<file path="config.mk">
export PLATFORM = sky130hd
export DESIGN_NAME = branch_resolve_queue
export DESIGN_NICKNAME = d
export VERILOG_FILES = /design/src/rtl/branch_resolve_queue.sv
export SDC_FILE = /design/constraint.sdc
export NUM_CORES = 1
export LEC_CHECK = 0
export CORE_MARGIN = 5
export CORE_UTILIZATION = 41
export DETAILED_ROUTE_END_ITERATION = 7
export PLACE_DENSITY = 0.74
export SYNTH_ARGS = -nofsm -noshare
export SYNTH_HDL_FRONTEND = slang
export SYNTH_SLANG_ARGS = --single-unit
</file>
<file path="constraint.sdc">
create_clock -name clk -period 14.6 [get_ports clk]
set_input_delay 2.92 -clock clk [delete_from_list [all_inputs] [get_ports clk]]
set_output_delay 2.92 -clock clk [all_outputs]
set_load 0.02 [all_outputs]
</file>
<file path="src/rtl/branch_resolve_queue.sv">
// ---------------------------------------------------------------------------
// branch_resolve_queue
//
// Resolution-side partner to the global branch predictor. Every prediction
// made in IF is recorded in an in-order circular queue. When ID resolves the
// oldest in-flight fetch, the recorded prediction is compared with the actual
// outcome. The block then produces the predictor update, the
// mispredict/redirect/flush controls and the performance counters.
//
// Ports
//   clk, reset         : clock; asynchronous active-low reset
//   stall              : freezes all state; pulse outputs drop to 0
//   if_valid/pc/pred   : new fetch plus its prediction (push)
//   id_valid/pc        : resolution of the oldest fetch (pop)
//   is_branch/is_taken : actual outcome of the resolved instruction
//   id_target          : taken target of the resolved branch
//   upd_valid/taken    : registered predictor update
//   mispredict         : one-cycle pulse, with redirect_pc
//   flush              : squash IF/ID, held FLUSH_CYCLES cycles
//   seq_err            : one-cycle pulse on ordering/overflow/underflow error
//   full/empty/count   : queue occupancy (registered state)
//   branch_count       : resolved conditional branches (saturating)
//   mispred_count      : mispredicted branches (saturating)
// ---------------------------------------------------------------------------
module branch_resolve_queue #(
    parameter int DEPTH        = 8,
    parameter int PTR_W        = 3,
    parameter int FLUSH_CYCLES = 2,
    parameter int CNT_W        = 32
) (
    input  logic               clk,
    input  logic               reset,
    input  logic               stall,
    input  logic               if_valid,
    input  logic [31:0]        if_pc,
    input  logic               if_pred,
    input  logic               id_valid,
    input  logic [31:0]        id_pc,
    input  logic               is_branch,
    input  logic               is_taken,
    input  logic [31:0]        id_target,
    output logic               upd_valid,
    output logic               upd_taken,
    output logic               mispredict,
    output logic [31:0]        redirect_pc,
    output logic               flush,
    output logic               seq_err,
    output logic               full,
    output logic               empty,
    output logic [PTR_W:0]     count,
    output logic [CNT_W-1:0]   branch_count,
    output logic [CNT_W-1:0]   mispred_count
);

    localparam int FC_W = $clog2(FLUSH_CYCLES + 1);

    typedef enum logic {
        S_RUN   = 1'b0,
        S_FLUSH = 1'b1
    } state_e;

    // Entry storage is data only; it is never reset.
    logic [31:0]      pc_mem   [DEPTH];
    logic [DEPTH-1:0] pred_mem;

    state_e           state_q, state_d;
    logic [PTR_W-1:0] head_q, head_d;
    logic [PTR_W-1:0] tail_q, tail_d;
    logic [PTR_W:0]   count_q, count_d;
    logic [FC_W-1:0]  fcnt_q, fcnt_d;
    logic             upd_valid_q, upd_valid_d;
    logic             upd_taken_q, upd_taken_d;
    logic             mispredict_q, mispredict_d;
    logic [31:0]      redirect_q, redirect_d;
    logic             flush_q, flush_d;
    logic             seq_err_q, seq_err_d;
    logic [CNT_W-1:0] br_cnt_q, br_cnt_d;
    logic [CNT_W-1:0] mp_cnt_q, mp_cnt_d;

    logic             full_w, empty_w;
    logic             pop_ok, push_ok, pc_match, wr_en;

    function automatic logic [CNT_W-1:0] sat_inc(input logic [CNT_W-1:0] v);
        return (&v) ? v : v + CNT_W'(1);
    endfunction

    assign full_w  = (count_q == (PTR_W+1)'(DEPTH));
    assign empty_w = (count_q == '0);

    always_comb begin
        state_d      = state_q;
        head_d       = head_q;
        tail_d       = tail_q;
        count_d      = count_q;
        fcnt_d       = fcnt_q;
        redirect_d   = redirect_q;
        flush_d      = flush_q;
        br_cnt_d     = br_cnt_q;
        mp_cnt_d     = mp_cnt_q;
        upd_valid_d  = 1'b0;
        upd_taken_d  = 1'b0;
        mispredict_d = 1'b0;
        seq_err_d    = 1'b0;
        pop_ok       = 1'b0;
        push_ok      = 1'b0;
        wr_en        = 1'b0;
        pc_match     = (pc_mem[head_q] == id_pc);

        if (!stall) begin
            case (state_q)
                S_RUN: begin
                    pop_ok  = id_valid && !empty_w;
                    // A pop in the same cycle frees the slot a full queue needs.
                    push_ok = if_valid && (!full_w || pop_ok);

                    if (if_valid && !push_ok) seq_err_d = 1'b1;
                    if (id_valid && empty_w)  seq_err_d = 1'b1;

                    if (pop_ok) begin
                        head_d = head_q + PTR_W'(1);
                        if (!pc_match) begin
                            seq_err_d = 1'b1;
                        end else begin
                            upd_valid_d = is_branch;
                            upd_taken_d = is_taken;
                            if (is_branch) br_cnt_d = sat_inc(br_cnt_q);
                            if (is_branch && (pred_mem[head_q] != is_taken)) begin
                                mispredict_d = 1'b1;
                                redirect_d   = is_taken ? id_target : id_pc + 32'd4;
                                mp_cnt_d     = sat_inc(mp_cnt_q);
                            end
                        end
                    end

                    if (push_ok) begin
                        wr_en  = 1'b1;
                        tail_d = tail_q + PTR_W'(1);
                    end

                    count_d = count_q + (PTR_W+1)'(push_ok) - (PTR_W+1)'(pop_ok);

                    // A mispredict squashes everything younger, including
                    // any fetch being pushed this very cycle.
                    if (mispredict_d) begin
                        state_d = S_FLUSH;
                        flush_d = 1'b1;
                        fcnt_d  = FC_W'(FLUSH_CYCLES - 1);
                        head_d  = tail_q;
                        tail_d  = tail_q;
                        count_d = '0;
                        wr_en   = 1'b0;
                    end
                end

                S_FLUSH: begin
                    if (fcnt_q == '0) begin
                        state_d = S_RUN;
                        flush_d = 1'b0;
                    end else begin
                        fcnt_d = fcnt_q - FC_W'(1);
                    end
                end

                default: begin
                    state_d = S_RUN;
                    flush_d = 1'b0;
                end
            endcase
        end
    end

    always_ff @(posedge clk or negedge reset) begin
        if (!reset) begin
            state_q      <= S_RUN;
            head_q       <= '0;
            tail_q       <= '0;
            count_q      <= '0;
            fcnt_q       <= '0;
            upd_valid_q  <= 1'b0;
            upd_taken_q  <= 1'b0;
            mispredict_q <= 1'b0;
            redirect_q   <= '0;
            flush_q      <= 1'b0;
            seq_err_q    <= 1'b0;
            br_cnt_q     <= '0;
            mp_cnt_q     <= '0;
        end else begin
            state_q      <= state_d;
            head_q       <= head_d;
            tail_q       <= tail_d;
            count_q      <= count_d;
            fcnt_q       <= fcnt_d;
            upd_valid_q  <= upd_valid_d;
            upd_taken_q  <= upd_taken_d;
            mispredict_q <= mispredict_d;
            redirect_q   <= redirect_d;
            flush_q      <= flush_d;
            seq_err_q    <= seq_err_d;
            br_cnt_q     <= br_cnt_d;
            mp_cnt_q     <= mp_cnt_d;
        end
    end

    always_ff @(posedge clk) begin
        if (wr_en) begin
            pc_mem[tail_q]   <= if_pc;
            pred_mem[tail_q] <= if_pred;
        end
    end

    assign upd_valid     = upd_valid_q;
    assign upd_taken     = upd_taken_q;
    assign mispredict    = mispredict_q;
    assign redirect_pc   = redirect_q;
    assign flush         = flush_q;
    assign seq_err       = seq_err_q;
    assign full          = full_w;
    assign empty         = empty_w;
    assign count         = count_q;
    assign branch_count  = br_cnt_q;
    assign mispred_count = mp_cnt_q;

endmodule

</file>
==> run_results.csv <==
group,metric,value,unit
detailed_routing,route.antenna.remaining_nets,0,
clock_network,tritoncts.num_buffers,41,
clock_network,worstSkewPairLatency,0.57,ns
yosys,net_count_after_synthesis,1238,
placement,post-place-ws,7.71,ns
placement,hpwl,28.7,mm
floorplan,die_area,44300,µm²
yosys,top_area_cell_type_share_of_the_netlist_area,48.1,%
finish,syn2layout_area_growth,23.8,%
detailed_routing,total_via_count_after_detailed_routing,10400,
grt,grt_start_max_net_pins,64,
critical_path,critical_path_class,"in2reg",
job,drv_cap,0,
finish,seqCellArea,10800,µm²
detailed_routing,detail_route.first_pass.iterations,5,
yosys,seq_area_frac_synth,65.4,%
timing,finalSetupViolations,0,
finish,post_route_cells_drive_above_1_share,11.9,%
timing,worst_case_clock_skew,0.0267,ns
hold_path,whs_path_depth,1,
floorplan,design.portCount,211,
floorplan,core.rowCount,73,
power,switching_power_summed_over_all_nets,0.000845,W
critical_path,startpoint_type,"primary input",
yosys,synth_edf_count,264,
detailed_routing,wl,43.2,mm
critical_path,worst-endpoint-required,15.04,ns
detailed_routing,met2RoutedLength,20.6,mm
timing,actual_transition_at_the_worst_max_transition_pin,1.10,ns
critical_path,cp_max_fo,43,
floorplan,fp.dieW,211,µm
clock_network,tritoncts_clock_tree,"done",
yosys,postSynth.asyncResetShare,30.2,%
finish,multiInputGateArea,5370,µm²
finish,fin_cells,1901,
power,worst_ir_drop_vdd,0.0910,mV
yosys,syn_inst,1121,
yosys,synthTopCellsByArea,"sky130_fd_sc_hd__edfxtp_1, sky130_fd_sc_hd__dfrtp_1, sky130_fd_sc_hd__mux2i_1",
yosys,yosys_register_bits,378,
power,seqPwrFrac,43.6,%
timing,final.period_utilization,43.1,%
floorplan,fp.dieH,211,µm
grt,gr-total-overflow,0,
timing,slew_headroom,26.3,%
detailed_routing,drc_errors,0,
hold_path,holdCritPathClass,"reg2reg",
detailed_routing,routedWlPerCell,22.7,µm
power,swShare,28.7,%
timing,drv_slew,0,
clock_network,hold_buffers,0,
timing,final-hold-violation-count,0,
detailed_routing,drt_iter0_drc,890,
yosys,synth_top_cell_by_area,"sky130_fd_sc_hd__edfxtp_1",
grt,grt_first_pass_wirelength,64.8,mm
floorplan,floorplan.initialDensity,41.5,%
timing,post-route-min-period,6.30,ns
yosys,synthesis.yosys.warnings,0,
power,power_density,144,nW/µm²
clock_network,post_cts.repair.setup_buffers,0,
yosys,yosys.cell_types.count,52,
detailed_routing,drt-vias-per-instance,5.48,
status,status,"completed",
clock_network,root_buffer,"sky130_fd_sc_hd__clkbuf_16",
timing,grt_setup_unrepaired,"no",
placement,final_replace_weighted_congestion,0.859,
power,power.share.combinational,22.0,%
power,static-leakage-power,7.71,nW
grt,number_of_global_route_vias_before_repair,10500,
timing,whs,0.489,ns
floorplan,core-area,39700,µm²
clock_network,clkTransAtPathRegs,0.06,ns
power,clkPwrFrac,34.5,%
yosys,netlist_area,16500,µm²
clock_network,cts.sink_count,378,
clock_network,clock_path_buffers,3,
detailed_routing,met3WireLength,3.79,mm
clock_network,postCtsResizedCells,0,
clock_network,cts.htree.levels,2,
placement,portBuffers,210,
detailed_routing,drt-met1-wl,17.7,mm
critical_path,critical_path_arrival,6.73,ns
finish,nets,1459,
timing,final_worst_setup_slack,8.30,ns
yosys,syn_avg_cell_area,14.7,µm²
grt,grt_antenna_before_repair,8,
critical_path,reg2regPathDepth,10,
detailed_routing,routed.top_layer,"met5",
timing,timing.setup.tns,0,ns
placement,numPlacedInstances,1824,
finish,fillCellCount,3306,
power,total_power,0.00295,W
yosys,synth_most_common_cell,"sky130_fd_sc_hd__edfxtp_1",
grt,grt_util_all_layers,19.1,%
power,cellInternalPower,0.00210,W
critical_path,cp-end-kind,"register",
yosys,synth_commonest_cells,"sky130_fd_sc_hd__edfxtp_1, sky130_fd_sc_hd__dfrtp_1, sky130_fd_sc_hd__mux2i_1, sky130_fd_sc_hd__nand2_1, sky130_fd_sc_hd__xor2_1",
timing,max_freq,159,MHz
yosys,commonest_register_cell_after_synthesis,"sky130_fd_sc_hd__edfxtp_1",
==> final cells by class <==
type,count,area share (%)
antenna,3,0.0368
sequential,378,52.8
inverter,22,0.404
multi-input combinational,673,26.3
timing repair buffer,226,10.8
clock buffer,50,5.29
tap,525,3.22
clock inverter,24,1.08
==> state kept, by name, summed over array words and instances (netlist names), 2 cells and up <==
signal,cells
count,4
mispred_count,32
fcnt_q,2
tail_q,3
head_q,3
pred_mem,8
redirect_pc,32
pc_mem,256
branch_count,32
==> critical path, cell delays in order <==
cell and delay [ns]:
sky130_fd_sc_hd__clkdlybuf4s50_1 0.65, sky130_fd_sc_hd__and3_1 0.21, sky130_fd_sc_hd__o22ai_1 0.08, sky130_fd_sc_hd__nor4_1 0.47, sky130_fd_sc_hd__nand4_1 0.60, sky130_fd_sc_hd__or3_2 1.12
sky130_fd_sc_hd__or3_1 0.54, sky130_fd_sc_hd__xnor2_1 0.13
==> per-layer routing <==
layer	GRT usage [%]	up-vias
met5	0	-
met4	4.92	8
met3	5.13	75
met2	31.0	430
met1	25.7	5225
li1	-	4677
==> worst paths after layout <==
kind / startpoint / end / slack, ns
setup reg to reg: head_q[0] / mispred_count[27] / 8.87
hold / removal: mispred_count[6] / mispred_count[6] / 0.49
min in group asynchronous: reset / count[3] / 2.46
setup / recovery: id_pc[4] / mispred_count[27] / 8.30
hold reg to reg: mispred_count[6] / mispred_count[6] / 0.49
max in group asynchronous: reset / head_q[0] / 10.87
==> cells in the final DEF, fill, tap and decap left out, types with 12 or more instances in the layout <==
| cell | instances |
|---|---|
| sky130_fd_sc_hd__clkbuf_16 | 41 |
| sky130_fd_sc_hd__clkdlybuf4s50_1 | 208 |
| sky130_fd_sc_hd__a22oi_1 | 33 |
| sky130_fd_sc_hd__mux4_2 | 34 |
| sky130_fd_sc_hd__edfxtp_1 | 264 |
| sky130_fd_sc_hd__nand2_1 | 79 |
| sky130_fd_sc_hd__xnor2_1 | 54 |
| sky130_fd_sc_hd__nor2_1 | 39 |
| sky130_fd_sc_hd__a21oi_1 | 26 |
| sky130_fd_sc_hd__mux2i_1 | 85 |
| sky130_fd_sc_hd__o21ai_0 | 30 |
| sky130_fd_sc_hd__buf_4 | 17 |
| sky130_fd_sc_hd__dfrtp_1 | 112 |
| sky130_fd_sc_hd__mux2_2 | 33 |
| sky130_fd_sc_hd__nand3_1 | 41 |
| sky130_fd_sc_hd__xor2_1 | 56 |
| sky130_fd_sc_hd__ha_1 | 12 |
| sky130_fd_sc_hd__inv_1 | 22 |
| sky130_fd_sc_hd__nand4_1 | 21 |
| sky130_fd_sc_hd__nor3_1 | 13 |
| sky130_fd_sc_hd__and3_1 | 36 |
==> stage by stage <==
step	util (%)	instance area (µm²)
final	51.4	20400
after global placement	48.1	19100
after global routing	51.4	20400
after CTS	51.4	20400
after floorplan	-	16500
after detailed placement	48.1	19100
==> power by group through the flow <==
| stage | Combinational, W | Clock (W) | Sequential [W] |
|---|---|---|---|
| final | 0.000648 | 0.00102 | 0.00128 |
| after global routing | 0.000701 | 0.00108 | 0.00129 |
| after CTS | 0.000654 | 0.00103 | 0.00129 |
| after detailed placement | 0.000652 | 0 | 0.00131 |
| after global placement | 0.000641 | 0 | 0.00130 |
| after floorplan | 0.000500 | 0 | 0.00127 |
==> cell families (layout without fill, tap and decap cells) <==
logic type | after synthesis | after routing | synth area share, %
buf+inv | 70 | 322 | 2.31
other cells | 0 | 3 | 0
fa+ha+maj | 13 | 13 | 1.03
compound gates | 109 | 109 | 4.11
xor+xnor | 110 | 110 | 5.84
flops | 378 | 378 | 65.4
simple gates | 289 | 289 | 9.25
mux | 152 | 152 | 12.1
No activity file was read; power rests on OpenSTA's default activity.
